==> config.mk <==
export PLATFORM = sky130hd
export DESIGN_NAME = cruise_sequencer_flat
export DESIGN_NICKNAME = d
export VERILOG_FILES = /design/src/rtl/cruise_pkg.sv /design/src/rtl/cruise_sequencer_if.sv /design/src/rtl/speed_ramp.sv /design/src/rtl/cruise_sequencer.sv /design/src/flat_wrapper.sv
export SDC_FILE = /design/constraint.sdc
export NUM_CORES = 1
export LEC_CHECK = 0
export CELL_PAD_IN_SITES_DETAIL_PLACEMENT = 0
export CELL_PAD_IN_SITES_GLOBAL_PLACEMENT = 1
export CORE_ASPECT_RATIO = 0.7
export CORE_UTILIZATION = 52
export DETAILED_ROUTE_END_ITERATION = 8
export DONT_BUFFER_PORTS = 1
export GPL_ROUTABILITY_DRIVEN = 0
export GPL_TIMING_DRIVEN = 0
export PLACE_DENSITY = 0.83
export SYNTH_ARGS = -nofsm -noshare
export SYNTH_HDL_FRONTEND = slang
export SYNTH_SLANG_ARGS = --single-unit
==> constraint.sdc <==
create_clock -name clock -period 7.05 [get_ports clock]
set_input_delay 1.41 -clock clock [delete_from_list [all_inputs] [get_ports clock]]
set_output_delay 1.41 -clock clock [all_outputs]
set_load 0.005 [all_outputs]
==> src/rtl/cruise_pkg.sv <==
// Shared definitions for the cruise-control mode sequencer.
//   state_t        : sequencer state codes, also driven out on the state port
//   CHG_UP/CHG_DN  : codes on the change button input
//   DEF_*          : default speed limits and timing constants
//   FULLY_ALERT    : alertness sample that ends drowsiness handling
//   clamp_speed()  : clamps a speed into [lo, hi]
package cruise_pkg;

   localparam int STATE_W = 3;

   typedef enum logic [STATE_W-1:0] {
      ST_OFF      = 3'd0,
      ST_STANDBY  = 3'd1,
      ST_ACTIVE   = 3'd2,
      ST_OVERRIDE = 3'd3,
      ST_DROWSY   = 3'd4
   } state_t;

   localparam logic [1:0] CHG_UP = 2'b01;
   localparam logic [1:0] CHG_DN = 2'b10;

   localparam int DEF_MIN_SPEED     = 40;
   localparam int DEF_MAX_SPEED     = 200;
   localparam int DEF_STEP          = 5;
   localparam int DEF_RAMP_STEP     = 1;
   localparam int DEF_RAMP_DIV      = 4;
   localparam int DEF_DROWSY_CYCLES = 8;
   localparam int DEF_BRAKE_MARGIN  = 2;

   localparam logic [2:0] DEF_ALERT_MIN = 3'b100;
   localparam logic [2:0] FULLY_ALERT   = 3'b111;

   function automatic logic [7:0] clamp_speed(input logic [7:0] v,
                                              input logic [7:0] lo,
                                              input logic [7:0] hi);
      if (v < lo) return lo;
      if (v > hi) return hi;
      return v;
   endfunction

endpackage

==> src/rtl/cruise_sequencer_if.sv <==
// Bundle between the driver-input side and the cruise sequencer.
//   master : driver side (buttons, pedal, alertness sensor, speed) and
//            consumer of the sequencer outputs
//   slave  : the sequencer itself
// Signalling: there is no valid/ready pairing. on_off and set_btn are
// single-cycle pulses; change, brake_pedal, hooshyari and speed are levels.
// All are sampled on every rising clock edge. Every output is registered
// and meaningful on every cycle.
interface cruise_sequencer_if;
   import cruise_pkg::*;

   logic               on_off;
   logic               set_btn;
   logic [1:0]         change;
   logic               brake_pedal;
   logic [2:0]         hooshyari;
   logic [7:0]         speed;
   logic [STATE_W-1:0] state;
   logic [7:0]         vset;
   logic [7:0]         vtarget;
   logic               engaged;
   logic               alarm;
   logic               tormoz_req;

   modport master (
      output on_off, set_btn, change, brake_pedal, hooshyari, speed,
      input  state, vset, vtarget, engaged, alarm, tormoz_req
   );

   modport slave (
      input  on_off, set_btn, change, brake_pedal, hooshyari, speed,
      output state, vset, vtarget, engaged, alarm, tormoz_req
   );

endinterface

==> src/rtl/speed_ramp.sv <==
// Rate limiter for the target speed handed to the actuator datapath.
//   clock, reset : rising-edge clock, asynchronous active-high reset
//   enable       : ramp runs only while high (sequencer engaged)
//   load         : overwrite vtarget with load_val this edge
//   load_val     : value taken on load
//   vset         : speed vtarget converges on
//   vtarget      : ramped target speed
//   tick         : high on the clock where the ramp steps; shared with the
//                  sequencer so drowsy set-speed decay runs on the same cadence
module speed_ramp #(
   parameter int RAMP_STEP = 1,
   parameter int RAMP_DIV  = 4
) (
   input  logic       clock,
   input  logic       reset,
   input  logic       enable,
   input  logic       load,
   input  logic [7:0] load_val,
   input  logic [7:0] vset,
   output logic [7:0] vtarget,
   output logic       tick
);

   localparam int            CW       = (RAMP_DIV > 1) ? $clog2(RAMP_DIV) : 1;
   localparam logic [CW-1:0] DIV_LAST = CW'(RAMP_DIV - 1);
   localparam logic [8:0]    STEP9    = 9'(RAMP_STEP);

   logic [CW-1:0] div_cnt;
   logic [8:0]    gap;
   logic [8:0]    delta;
   logic          rising;

   assign tick = enable && !load && (div_cnt == DIV_LAST);

   // Step is min(RAMP_STEP, |vset - vtarget|) so vtarget never overshoots.
   always_comb begin
      rising = (vset >= vtarget);
      gap    = rising ? ({1'b0, vset} - {1'b0, vtarget})
                      : ({1'b0, vtarget} - {1'b0, vset});
      delta  = (gap < STEP9) ? gap : STEP9;
   end

   // The divider restarts on a load and is held at zero while disabled,
   // so the first step always lands RAMP_DIV clocks after (re)engaging.
   always_ff @(posedge clock or posedge reset) begin
      if (reset) begin
         div_cnt <= '0;
         vtarget <= '0;
      end else if (load) begin
         div_cnt <= '0;
         vtarget <= load_val;
      end else if (!enable) begin
         div_cnt <= '0;
      end else if (div_cnt == DIV_LAST) begin
         div_cnt <= '0;
         vtarget <= rising ? 8'({1'b0, vtarget} + delta)
                           : 8'({1'b0, vtarget} - delta);
      end else begin
         div_cnt <= div_cnt + 1'b1;
      end
   end

endmodule

==> src/rtl/cruise_sequencer.sv <==
// Cruise-control mode sequencer: engage / override / drowsiness handling,
// owner of the set-speed register and of the brake request.
//   clock, reset : rising-edge clock, asynchronous active-high reset
//   bus (slave)  : driver inputs (on_off, set_btn, change, brake_pedal,
//                  hooshyari, speed) and registered outputs (state, vset,
//                  vtarget, engaged, alarm, tormoz_req)
import cruise_pkg::*;

module cruise_sequencer #(
   parameter int         MIN_SPEED     = DEF_MIN_SPEED,
   parameter int         MAX_SPEED     = DEF_MAX_SPEED,
   parameter int         STEP          = DEF_STEP,
   parameter int         RAMP_STEP     = DEF_RAMP_STEP,
   parameter int         RAMP_DIV      = DEF_RAMP_DIV,
   parameter logic [2:0] ALERT_MIN     = DEF_ALERT_MIN,
   parameter int         DROWSY_CYCLES = DEF_DROWSY_CYCLES,
   parameter int         BRAKE_MARGIN  = DEF_BRAKE_MARGIN
) (
   input logic             clock,
   input logic             reset,
   cruise_sequencer_if.slave bus
);

   localparam logic [7:0] MIN8    = 8'(MIN_SPEED);
   localparam logic [7:0] MAX8    = 8'(MAX_SPEED);
   localparam logic [8:0] MIN9    = 9'(MIN_SPEED);
   localparam logic [8:0] MAX9    = 9'(MAX_SPEED);
   localparam logic [8:0] STEP9   = 9'(STEP);
   localparam logic [8:0] MARGIN9 = 9'(BRAKE_MARGIN);

   localparam int             DCW         = $clog2(DROWSY_CYCLES + 1);
   localparam logic [DCW-1:0] DROWSY_LAST = DCW'(DROWSY_CYCLES - 1);
   localparam logic [DCW-1:0] DROWSY_SAT  = DCW'(DROWSY_CYCLES);

   state_t         st, st_nx;
   logic [7:0]     vset_r, vset_nx;
   logic           engaged_r, alarm_r, tormoz_r;
   logic [1:0]     chg_prev;
   logic [DCW-1:0] drowsy_cnt, cnt_nx;

   logic [7:0] vtarget_w;
   logic       tick_w;
   logic       ramp_load;
   logic [7:0] ramp_val;

   logic [8:0] vset9, vset_up9;
   logic [7:0] vset_up, vset_dn;
   logic       in_range, drowsy_now, drowsy_timeout;
   logic       up_edge, dn_edge, set_go;

   // Event decode shared by the next-state logic and the ramp load.
   always_comb begin
      vset9          = {1'b0, vset_r};
      vset_up9       = vset9 + STEP9;
      vset_up        = (vset_up9 > MAX9) ? MAX8 : vset_up9[7:0];
      vset_dn        = (vset9 < MIN9 + STEP9) ? MIN8 : 8'(vset9 - STEP9);
      in_range       = (bus.speed >= MIN8) && (bus.speed <= MAX8);
      drowsy_now     = (bus.hooshyari < ALERT_MIN);
      drowsy_timeout = (st == ST_ACTIVE) && drowsy_now && (drowsy_cnt >= DROWSY_LAST);
      // One step per press: act only on the clock the button code changes.
      up_edge        = (bus.change != chg_prev) && (bus.change == CHG_UP);
      dn_edge        = (bus.change != chg_prev) && (bus.change == CHG_DN);
      // A held brake outranks set/resume in every state.
      set_go         = bus.set_btn && !bus.brake_pedal;
   end

   // Next state in priority order: on_off, brake, drowsy timeout, set, change.
   always_comb begin
      st_nx     = st;
      vset_nx   = vset_r;
      cnt_nx    = '0;
      ramp_load = 1'b0;
      ramp_val  = bus.speed;
      if (bus.on_off) begin
         if (st == ST_OFF) begin
            st_nx = ST_STANDBY;
         end else begin
            st_nx     = ST_OFF;
            vset_nx   = '0;
            ramp_load = 1'b1;
            ramp_val  = '0;
         end
      end else begin
         case (st)
            ST_OFF: ;
            ST_STANDBY: begin
               if (set_go && in_range) begin
                  st_nx     = ST_ACTIVE;
                  vset_nx   = bus.speed;
                  ramp_load = 1'b1;
               end
            end
            ST_ACTIVE: begin
               if (bus.brake_pedal) begin
                  st_nx = ST_OVERRIDE;
               end else if (drowsy_timeout) begin
                  st_nx = ST_DROWSY;
               end else begin
                  if (drowsy_now)
                     cnt_nx = (drowsy_cnt == DROWSY_SAT) ? drowsy_cnt : drowsy_cnt + 1'b1;
                  if (bus.set_btn && in_range) begin
                     vset_nx   = bus.speed;
                     ramp_load = 1'b1;
                  end else if (up_edge) begin
                     vset_nx = vset_up;
                  end else if (dn_edge) begin
                     vset_nx = vset_dn;
                  end
               end
            end
            ST_OVERRIDE: begin
               // Resume keeps the remembered vset; vtarget restarts from
               // the current (clamped) speed and ramps back up to it.
               if (set_go && (vset_r != '0)) begin
                  st_nx     = ST_ACTIVE;
                  ramp_load = 1'b1;
                  ramp_val  = clamp_speed(bus.speed, MIN8, MAX8);
               end
            end
            ST_DROWSY: begin
               if (bus.brake_pedal)
                  st_nx = ST_OVERRIDE;
               else if (bus.hooshyari == FULLY_ALERT)
                  st_nx = ST_ACTIVE;
               else if (tick_w)
                  vset_nx = vset_dn;
            end
            default: st_nx = ST_OFF;
         endcase
      end
   end

   always_ff @(posedge clock or posedge reset) begin
      if (reset) begin
         st         <= ST_OFF;
         vset_r     <= '0;
         engaged_r  <= 1'b0;
         alarm_r    <= 1'b0;
         tormoz_r   <= 1'b0;
         chg_prev   <= '0;
         drowsy_cnt <= '0;
      end else begin
         st         <= st_nx;
         vset_r     <= vset_nx;
         engaged_r  <= (st_nx == ST_ACTIVE) || (st_nx == ST_DROWSY);
         alarm_r    <= (st_nx == ST_DROWSY);
         chg_prev   <= bus.change;
         drowsy_cnt <= cnt_nx;
         tormoz_r   <= engaged_r && ({1'b0, bus.speed} > ({1'b0, vtarget_w} + MARGIN9));
      end
   end

   speed_ramp #(
      .RAMP_STEP (RAMP_STEP),
      .RAMP_DIV  (RAMP_DIV)
   ) u_ramp (
      .clock    (clock),
      .reset    (reset),
      .enable   (engaged_r),
      .load     (ramp_load),
      .load_val (ramp_val),
      .vset     (vset_r),
      .vtarget  (vtarget_w),
      .tick     (tick_w)
   );

   assign bus.state      = st;
   assign bus.vset       = vset_r;
   assign bus.vtarget    = vtarget_w;
   assign bus.engaged    = engaged_r;
   assign bus.alarm      = alarm_r;
   assign bus.tormoz_req = tormoz_r;

endmodule
==> src/flat_wrapper.sv <==
// flat-port wrapper written by rule: the top's interface ports become plain ports
module cruise_sequencer_flat 
#(
   parameter int         MIN_SPEED     = DEF_MIN_SPEED,
   parameter int         MAX_SPEED     = DEF_MAX_SPEED,
   parameter int         STEP          = DEF_STEP,
   parameter int         RAMP_STEP     = DEF_RAMP_STEP,
   parameter int         RAMP_DIV      = DEF_RAMP_DIV,
   parameter logic [2:0] ALERT_MIN     = DEF_ALERT_MIN,
   parameter int         DROWSY_CYCLES = DEF_DROWSY_CYCLES,
   parameter int         BRAKE_MARGIN  = DEF_BRAKE_MARGIN
)
  (clock, reset, bus_on_off, bus_set_btn, bus_change, bus_brake_pedal, bus_hooshyari, bus_speed, bus_state, bus_vset, bus_vtarget, bus_engaged, bus_alarm, bus_tormoz_req);
  cruise_sequencer_if bus_i ();
  input logic clock;
  input logic reset;
  input wire logic [$bits(bus_i.on_off)-1:0] bus_on_off;
  input wire logic [$bits(bus_i.set_btn)-1:0] bus_set_btn;
  input wire logic [$bits(bus_i.change)-1:0] bus_change;
  input wire logic [$bits(bus_i.brake_pedal)-1:0] bus_brake_pedal;
  input wire logic [$bits(bus_i.hooshyari)-1:0] bus_hooshyari;
  input wire logic [$bits(bus_i.speed)-1:0] bus_speed;
  output wire logic [$bits(bus_i.state)-1:0] bus_state;
  output wire logic [$bits(bus_i.vset)-1:0] bus_vset;
  output wire logic [$bits(bus_i.vtarget)-1:0] bus_vtarget;
  output wire logic [$bits(bus_i.engaged)-1:0] bus_engaged;
  output wire logic [$bits(bus_i.alarm)-1:0] bus_alarm;
  output wire logic [$bits(bus_i.tormoz_req)-1:0] bus_tormoz_req;
  assign bus_i.on_off = bus_on_off;
  assign bus_i.set_btn = bus_set_btn;
  assign bus_i.change = bus_change;
  assign bus_i.brake_pedal = bus_brake_pedal;
  assign bus_i.hooshyari = bus_hooshyari;
  assign bus_i.speed = bus_speed;
  assign bus_state = bus_i.state;
  assign bus_vset = bus_i.vset;
  assign bus_vtarget = bus_i.vtarget;
  assign bus_engaged = bus_i.engaged;
  assign bus_alarm = bus_i.alarm;
  assign bus_tormoz_req = bus_i.tormoz_req;
  cruise_sequencer #(.MIN_SPEED(MIN_SPEED), .MAX_SPEED(MAX_SPEED), .STEP(STEP), .RAMP_STEP(RAMP_STEP), .RAMP_DIV(RAMP_DIV), .ALERT_MIN(ALERT_MIN), .DROWSY_CYCLES(DROWSY_CYCLES), .BRAKE_MARGIN(BRAKE_MARGIN)) u_core (.clock(clock), .reset(reset), .bus(bus_i));
endmodule
Word-level counts from Yosys, hierarchy flattened
Cells that the tools add are included.
- register bits: 30
- output and inout bits: 22
- add/subtract/negate cells: 9
- magnitude comparators: 11
- equal/unequal tests: 21
- mux-type cells: 63
- reduce and logical (&&, ||, !) cells: 22
- operators by type and width (operator ; count):
    $mux W8 ; 26
    $mux W4 ; 6
    $pmux W8 S3 ; 1
    $mux W3 ; 7
    $sub A8 B8 Y9 ; 2
    $mux W1 ; 17
    $lt A8 B6 Y1 const B ; 2
    $pmux W3 S5 ; 1
    $logic_and A1 B1 Y1 ; 12
    $ne A3 B3 Y1 const B ; 4
    $add A8 B2 Y9 const B ; 1
    $add A8 B3 Y9 const B ; 1
    $eq A3 B2 Y1 const B ; 3
    $eq A3 B3 Y1 const B ; 3
    $gt A8 B9 Y1 ; 1
    $gt A9 B8 Y1 const B ; 1
    $lt A9 B1 Y1 const B ; 1
    $mux W9 ; 1
    $reduce_and A9 Y1 ; 1
    $add A8 B8 Y8 ; 1
    $ge A8 B6 Y1 const B ; 1
    $ge A8 B8 Y1 ; 1
    $gt A8 B8 Y1 const B ; 1
    $le A8 B8 Y1 const B ; 1
    other kinds (24) ; 30

Longest topological paths before layout
Gate-level depths: netlist of the first run.
- depth in word-level cells: 16
- mapped depth: 22
- gate-level depth less buffers: 22

Modules after synthesis
A second synthesis of the first run with hierarchy kept.
- cells, all modules: 526
- area, all modules: 4105.2 sq um
- by module, submodules not included (module ; times used ; cells each ; area an instance (sq um) ; seq. area each (sq um)):
    cruise_sequencer ; 1 ; 309 ; 2406.1 ; 500.5
    speed_ramp ; 1 ; 217 ; 1699.1 ; 250.2

Worst setup path before layout of the first run
No wires, ideal clock.
- path type: reg2reg
- from: reg u_core.vset_r[0] (netlist: u_core.bus.vset[0])
- to: reg u_core.u_ramp.vtarget[7]
- data arrival time: 4.308 ns
- data required time: 6.920 ns
- slack: 2.612 ns
- cell stages (with the launch flop): 22
- path buffers: 0
- period minus slack after synthesis: 4.438 ns
- cell sequence: dfrtp_1 > inv_1 > ha_1 > fa_1 > nor2b_1 > o21ai_0 > nand2_1 > a21o_1 > a21oi_1 > xnor2_1 > a2111oi_1 > o22a_1 > ha_1 > and2_1 > ha_1 > a21o_1 > a21oi_1 > a2bb2oi_1 > a21oi_1 > and3_1 > a2111oi_4 > nand2_1
- word-level cells in the longest chain between the ends: 9
- elaborated cells between the ends (all ways): 23
- RTL lines (element ; RTL line ; source):
    start, declared ; cruise_sequencer.sv:36 ; logic [7:0] vset_r, vset_nx;
    start signal, assigned ; cruise_sequencer.sv:144 ; vset_r <= vset_nx;
    $sub A8 B8 Y9 (tied with other cells) ; speed_ramp.sv:39 ; : ({1'b0, vtarget} - {1'b0, vset});
    $mux W9 ; speed_ramp.sv:38 ; gap = rising ? ({1'b0, vset} - {1'b0, vtarget})
    $lt A9 B1 Y1 ; speed_ramp.sv:40 ; delta = (gap < STEP9) ? gap : STEP9;
    $mux W8 ; speed_ramp.sv:40 ;
    $sub A8 B8 Y8 or $add A8 B8 Y8 (tied branches) ; speed_ramp.sv:57, speed_ramp.sv:56 ;
    $mux W8 ; speed_ramp.sv:56 ; vtarget <= rising ? 8'({1'b0, vtarget} + delta)
    $mux W8 ; speed_ramp.sv:54 ; end else if (div_cnt == DIV_LAST) begin
    $mux W8 ; speed_ramp.sv:52 ; end else if (!enable) begin
    $mux W8 ; speed_ramp.sv:49 ; end else if (load) begin
    end signal, assigned ; speed_ramp.sv:51 ; vtarget <= load_val;
    end signal, assigned ; speed_ramp.sv:56 ;
    end, declared ; speed_ramp.sv:20 ; output logic [7:0] vtarget,
Several ways; a longest one is shown, not always the timed one. The select of a mux whose other input is x is not followed.
A chain may end at the register's enable or synchronous reset.

Worst setup path in the final report of the first run
- from: reg u_core.u_ramp.vtarget[1]
- to: reg u_core.u_ramp.vtarget[7]
- word-level cells in the longest chain between the ends: 9
- elaborated cells between the ends (all ways): 12
- RTL lines (element ; RTL line):
    $sub A8 B8 Y9 (tied with other cells) ; speed_ramp.sv:39
    $mux W9 ; speed_ramp.sv:38
    $lt A9 B1 Y1 ; speed_ramp.sv:40
    $mux W8 ; speed_ramp.sv:40
    $sub A8 B8 Y8 or $add A8 B8 Y8 (tied branches) ; speed_ramp.sv:57, speed_ramp.sv:56
    $mux W8 * ; speed_ramp.sv:56
    $mux W8 * ; speed_ramp.sv:54
    $mux W8 * ; speed_ramp.sv:52
    $mux W8 * ; speed_ramp.sv:49
Mark *: on every way between the ends. The rest lies on a longest branch, timed or not. The select of a mux whose other input is x is not followed.

==> impl_results.md, run 1 <==
- Max FO, Critical Path: 10
- Area delta synth->final: 6.42%
- Post-synth top area share: 20.1%
- Sequential share of power: 19.8%
- R2r startpoint: u_core.u_ramp.vtarget[1]
- Hold Crit Class: reg2reg
- Post-synthesis compound-gate area fraction: 30.9%
- Vias per cell: 6.34
- Wire per inst: 18.7 um
- CTS Hold Bufs: 0
- GR Util All Layers: 29.7%
- Internal power: 0.742 mW
- CTS sink cnt: 30
- Kind of start point of the critical path: flip-flop
- Hold path depth: 1
- Clk buf depth: 2
- Syn avg cell area: 7.89 sq um
- Most frequent cells in the layout: a21oi_1, nor2_1, ha_1
- Outcome: finished clean
- Diodes inserted: 0
- DRT iter0 DRCs: 245
- Number of global-route vias before repair: 3364
- Chip Width: 103 um
- Number of top-level pins: 40
- Maximum vdd drop: 0.309 mV
- Post-CTS sizing: 0
- Fraction of registers with async set/reset: 100%
- Arr. time, crit path: 5.30 ns
- Max-cap violations: 0
- Skew-Pair Late Insertion Delay: 0.29 ns
- CTS Buf Count: 5
- IO buf count: 0
- Vias: 3656
- Design Area, Final: 3980 sq um
- Placement row count: 25
- DP Area: 3860 sq um
- Initial antenna violation count: 0
- Skew final: 0.00677 ns
- Period utilization: 72.6%
- Detailed-placement wirelength estimate: 8450 um
- Synth Warn #: 0
- Number of hold violations in the final report: 0
- Share of layout cells above drive strength 1: 9.32%
- Crit path kind: reg2reg
- #FFs+latches synth: 30
- Hold wc startpoint: u_core.u_ramp.div_cnt[0]
- Distinct cell type count after synthesis: 68
- Leak pwr: 1.73 nW
- Ys flop type: dfrtp_1
- First-pass GRT wire length: 16900 um
- Net Count, Synth: 535
- Maximum clock rate: 0.195 GHz
- Simple-gate area share of the yosys netlist: 22.0%
- Max-slew violation count: 0
- Post-Syn Area: 3740 sq um
- Post-synthesis sequential area ratio: 20.1%
- Crit path capture type: flip-flop
- Antenna-violating nets left: 0
- Drt total wl: 10800 um
- Comb power frac: 70.1%
- DRT Pass-1 Iters: 5
- Post-Synth XOR/XNOR Area: 5.15%
- # Post-CTS Setup Buffers: 0
- P_sw: 0.773 mW
- Layout Nets: 543
- Slew @ Worst Pin: 0.932 ns
- Post-synthesis adder-cell area fraction: 15.0%
- Cell taking the most area after synthesis: dfrtp_1
- Total die area: 7540 sq um
- Unrepaired setup endpoints after global routing: no
- Worst setup path startpoint: u_core.u_ramp.vtarget[1]
- Die H: 73.0 um
- CTS HTree Levels: 2
- Residual DRC: 0
- # setup viols final: 0
- Worst-path clk slew: 0.07 ns
- Starting density of the core: 54.6%
- Mapped Cells: 474
- Reg2Reg Depth: 19
- Most common cell after layout, fill and taps aside: a21oi_1
- Total negative slack: 0 ns
- CTS tree: yes
- Core Area: 6850 sq um
- Largest family of logic cells by synthesized area: compound AO/OA/AOI/OAI gates
- Clock group share of total power: 10.1%
- Pwr per Cell Area: 381 nW/um^2
- Post-synthesis mux area share: 1.14%
- Grt ovf: 0
- Post-synth EDFFs: 0
- Minimum clock period: 5.12 ns
- Clock Tree Root: clkbuf_8
- WP data required: 7.23 ns
- Relative slew slack: 37.3%
- Synth top area cells: dfrtp_1, ha_1, a21oi_1, nor2_1, nand2_1
- Largest net degree at the start of global routing: 31
- Sw Ratio: 51.0%
==> Yosys cell counts, drive strengths merged (6+ instances only) <==
cell type and n:
nand2 36, o21a 14, nand2b 7, xor2 8
ha 40, o21ai 28, and3 8, nor2 42
o211ai 8, a21o 14, a31oi 6, nor3 11
xnor2 14, dfrtp 30, nand3 17, buf 13
a21oi 50, inv 30, nor2b 9
==> critical path, stage by stage (launching register included) <==
cell and delay [ns]:
dfrtp_1 0.66, inv_1 0.20, ha_1 0.36, a21o_1 0.12, a21o_1 0.11, a211oi_1 0.11, o31ai_1 0.81, nand4_1 0.18
a21oi_1 0.22, o22a_1 0.15, ha_1 0.21, and2_1 0.17, ha_1 0.28, a21o_1 0.15, a21oi_1 0.22, a2bb2oi_1 0.28
a21oi_1 0.12, and3_1 0.22, a2111oi_4 0.33, nand2_1 0.08
==> per-layer routing <==
layer  routed length, um  track usage, %  up-vias
li1                    -               -     1763
met1                5360            43.9     1744
met2                4480            43.5      129
met3                 796            6.13       20
met4                 180            7.98        0
met5                   0               0        -
==> registers in the layout (all words and copies together), names as in the netlist <==
| name | count |
|---|---|
| u_core.bus.alarm | 1 |
| u_core.bus.engaged | 1 |
| u_core.bus.tormoz_req | 1 |
| u_core.bus.state | 3 |
| u_core.chg_prev | 2 |
| u_core.u_ramp.div_cnt | 2 |
| u_core.bus.vset | 8 |
| u_core.drowsy_cnt | 4 |
| u_core.u_ramp.vtarget | 8 |
==> final cells by class <==
class                      count  area (sq um)
sequential                    30           751
buffer                        18          96.3
timing repair buffer           1          27.5
multi-input combinational    396          2780
clock buffer                   6          82.6
inverter                      30           113
tap                           94           118
clock inverter                 2          12.5
fill                         654          2870
==> logic make-up (layout without fill, tap and decap cells) <==
kind of cell	count (synthesis)	in the layout
other	1	1
adder cells (fa/ha/maj)	43	43
AND/OR/NAND/NOR	161	161
buffers and inverters	48	57
multiplexers	3	3
AO/OA/AOI/OAI	166	166
XOR/XNOR	22	22
flip-flops	30	30
==> stage by stage <==
stage / setup WS [ns] / utilization (%) / instances / total power [mW] / hold WS (ns)
after global placement: 2.01 / 56.3 / 568 / 1.33 / 0.421
final: 1.93 / 58.1 / 577 / 1.51 / 0.433
after detailed placement: 1.97 / 56.3 / 568 / 1.34 / 0.427
after CTS: 1.93 / 57.7 / 576 / 1.50 / 0.437
after floorplan: 2.61 / - / 474 / 1.12 / 0.407
after global routing: 1.48 / 58.1 / 577 / 1.65 / 0.457
==> power by group through the flow <==
stage                     combinational (mW)  sequential, mW  clock, mW
after floorplan                        0.854           0.265          0
after global placement                  1.03           0.302          0
after detailed placement                1.04           0.303          0
after CTS                               1.05           0.299      0.153
after global routing                    1.19           0.307      0.163
final                                   1.06           0.301      0.152
==> worst paths after layout <==
kind                            slack [ns]                  endpoint
worst max-delay path                  1.93  u_core.u_ramp.vtarget[7]
worst min-delay path                  0.43  u_core.u_ramp.div_cnt[0]
worst max register to register        1.93  u_core.u_ramp.vtarget[7]
worst min register to register        0.43  u_core.u_ramp.div_cnt[0]
max in group asynchronous             5.59     u_core.bus.tormoz_req
min in group asynchronous             1.00  u_core.u_ramp.div_cnt[1]
(Power assumes the default switching activity.)
==> inputs of run 2 (changes only) <==
--- a/config.mk
+++ b/config.mk
@@ -8,12 +8,12 @@
 export CELL_PAD_IN_SITES_DETAIL_PLACEMENT = 0
 export CELL_PAD_IN_SITES_GLOBAL_PLACEMENT = 1
 export CORE_ASPECT_RATIO = 0.7
-export CORE_UTILIZATION = 52
+export CORE_UTILIZATION = 44
 export DETAILED_ROUTE_END_ITERATION = 8
 export DONT_BUFFER_PORTS = 1
 export GPL_ROUTABILITY_DRIVEN = 0
 export GPL_TIMING_DRIVEN = 0
-export PLACE_DENSITY = 0.83
+export PLACE_DENSITY = 0.75
 export SYNTH_ARGS = -nofsm -noshare
 export SYNTH_HDL_FRONTEND = slang
 export SYNTH_SLANG_ARGS = --single-unit
==> constraint.sdc (replaced) <==
create_clock -name clock -period 4.7 [get_ports clock]
set_input_delay 0.94 -clock clock [delete_from_list [all_inputs] [get_ports clock]]
set_output_delay 0.94 -clock clock [all_outputs]
set_load 0.005 [all_outputs]
==> impl_results.md, run 2 (synthesis gave the netlist of run 1 again) <==
- Drt total wl: 11300 um (+4.9%)
- Final total power: 2.58 mW (+70%)
- Antenna-violating nets left: 0 (unchanged)
- Crit path kind: reg2reg
- First-pass GRT wire length: 18300 um (+7.9%)
- Max-cap violations: 0 (unchanged)
- Vias per cell: 6.21 (-1.9%)
- Total die area: 8880 sq um (+18%)
- CP cell instances: inv_1 > ha_1 > nand2b_1 > a21o_1 > a21o_1 > a211oi_4 > o31ai_4 > and3_1 > o21a_1 > o22a_1 > ha_1 > and2_1 > ha_1 > a21o_1 > a21oi_2 > a2bb2oi_2 > a21oi_1 > and3_1 > a2111oi_4 > nand2_1
- Crit path capture type: flip-flop
- Arr. time, crit path: 4.57 ns (-0.73 ns)
- Minimum clock period: 4.41 ns (-0.708 ns)
- Chip Width: 112 um (+8.5%)
- Worst-path clk slew: 0.05 ns (-0.02 ns)
- Maximum vdd drop: 0.394 mV (+28%)
- Residual DRC: 3 (+3)
- Grt ovf: 0 (unchanged)
- Max FO, Critical Path: 6 (-4)
- Slew @ Worst Pin: 1.14 ns (+0.207 ns)
- Relative slew slack: 24.0% (-13 points)
- CTS sink cnt: 30 (unchanged)
- CTS Hold Bufs: 0 (unchanged)
- Fill cell total of the finished layout: 780 (+19%)
- Placement row count: 27 (+8.0%)
- DRT Pass-1 Iters: 7 (+2)
- Multi-input gate area: 2870 sq um (+3.3%)
- Kind of start point of the critical path: flip-flop
- Initial antenna violation count: 0 (unchanged)
- Skew final: 0.00601 ns (-0.000756 ns)
- # setup viols final: 0 (unchanged)
- Critical-path top delay cell: dfrtp_2
- Outcome: finished, violations left
- Detailed-placement wirelength estimate: 8810 um (+4.3%)
- Vias: 3660 (+0.11%)
- CP max stage delay: 0.46 ns (-0.35 ns)
- Area delta synth->final: 11.6%
- Starting density of the core: 46.5% (-8.1 points)
- CP top delay family: compound AO/OA/AOI/OAI gates
- CP Buf/Inv Count: 1 (unchanged)
- Number of hold violations in the final report: 0 (unchanged)
- Clock Tree Root: clkbuf_16
- Number of top-level pins: 40 (unchanged)
- Most frequent cells in the layout: a21oi_1, nor2_1, ha_1
- Most common cell after layout, fill and taps aside: a21oi_1
- Place WS: -0.625 ns (-2.59 ns)
- Unrepaired setup endpoints after global routing: no
- CTS Buf Count: 5 (unchanged)
- Diodes inserted: 0 (unchanged)
- Skew-Pair Late Insertion Delay: 0.28 ns (about the same)
- CTS HTree Levels: 2 (unchanged)
- Hold Crit Class: reg2reg
- GR Util All Layers: 26.4% (-3.3 points)
- Flip-flop and latch area: 763 sq um (+1.7%)
- Flop2flop setup slack: 0.29 ns (-1.64 ns)
- Wire per inst: 19.3 um (+2.8%)
- CTS tree: yes
- Worst setup margin: 0.286 ns (-1.64 ns)
- IO buf count: 0 (unchanged)
- Share of layout cells above drive strength 1: 15.4% (+6.1 points)
- Leak pwr: 1.77 nW (+2.4%)
- Maximum clock rate: 0.227 GHz (+16%)
- WP data required: 4.86 ns (-2.37 ns)
- Core Area: 8040 sq um (+17%)
- Die H: 79.1 um (+8.5%)
- Period utilization: 93.9% (+21 points)
- Number of global-route vias before repair: 3390 (+0.77%)
- Layout Nets: 548 (+0.92%)
- DRT iter0 DRCs: 272 (+11%)
- Max-slew violation count: 0 (unchanged)
- Largest net degree at the start of global routing: 31 (unchanged)
- Failing checks: design-rule violations
- Clk buf depth: 2 (unchanged)
- Pwr per Cell Area: 617 nW/um^2 (+62%)
[run 2: path summary, 6_finish.rpt]
check,startpoint,end,cells after the start
max,u_core.u_ramp.vtarget[0],u_core.u_ramp.vtarget[7],20
min,u_core.u_ramp.div_cnt[0],u_core.u_ramp.div_cnt[0],1
max reg2reg,u_core.u_ramp.vtarget[0],u_core.u_ramp.vtarget[7],20
min reg2reg,u_core.u_ramp.div_cnt[0],u_core.u_ramp.div_cnt[0],1
max in group asynchronous,reset,u_core.bus.vset[1],1
min in group asynchronous,reset,u_core.drowsy_cnt[0],1
[run 2: through the flow]
step	utilization [%]	hold slack [ns]	TNS (ns)	std cells	instance area [sq um]
after floorplan	-	0.407	0	474	3740
after global placement	48.1	0.419	-1.31	575	3870
after detailed placement	48.1	0.425	-1.57	575	3870
after CTS	50.4	0.432	0	584	4050
after global routing	51.9	0.465	0	589	4180
final	51.9	0.428	0	589	4180
[run 2: routing by layer]
metal  share of wire, %  GRT usage [%]  vias up  wire, um
met5                  0              0        -         0
met4               0.60           3.33        0        68
met3                8.7           4.05        8       984
met2                 41           40.1      132      4700
met1                 49           40.0     1759      5590
li1                   -              -     1761         -
[run 2: power by group]
part / switching (mW) / internal [mW] / total [mW]
Sequential: 0.142 / 0.313 / 0.455
Clock: 0.121 / 0.209 / 0.330
Combinational: 1.01 / 0.781 / 1.79
Total: 1.27 / 1.30 / 2.58
[run 2: layout make-up]
cell class                      instances  area share, %
Inverter                               30           2.70
Sequential cell                        30           18.3
Tap cell                              101           3.03
Timing Repair Buffer                    7           1.08
Clock inverter                          2          0.300
Buffer                                 17           2.52
Multi-Input combinational cell        396           68.8
Clock buffer                            6           3.33
[run 2: what timing repair did]
action                                 4_1_cts  5_1_grt
resized for setup                           10       27
endpoints found under the hold margin        0        0
setup buffers                                1        6
setup endpoints to repair                    5        3
pin swaps                                    1       14
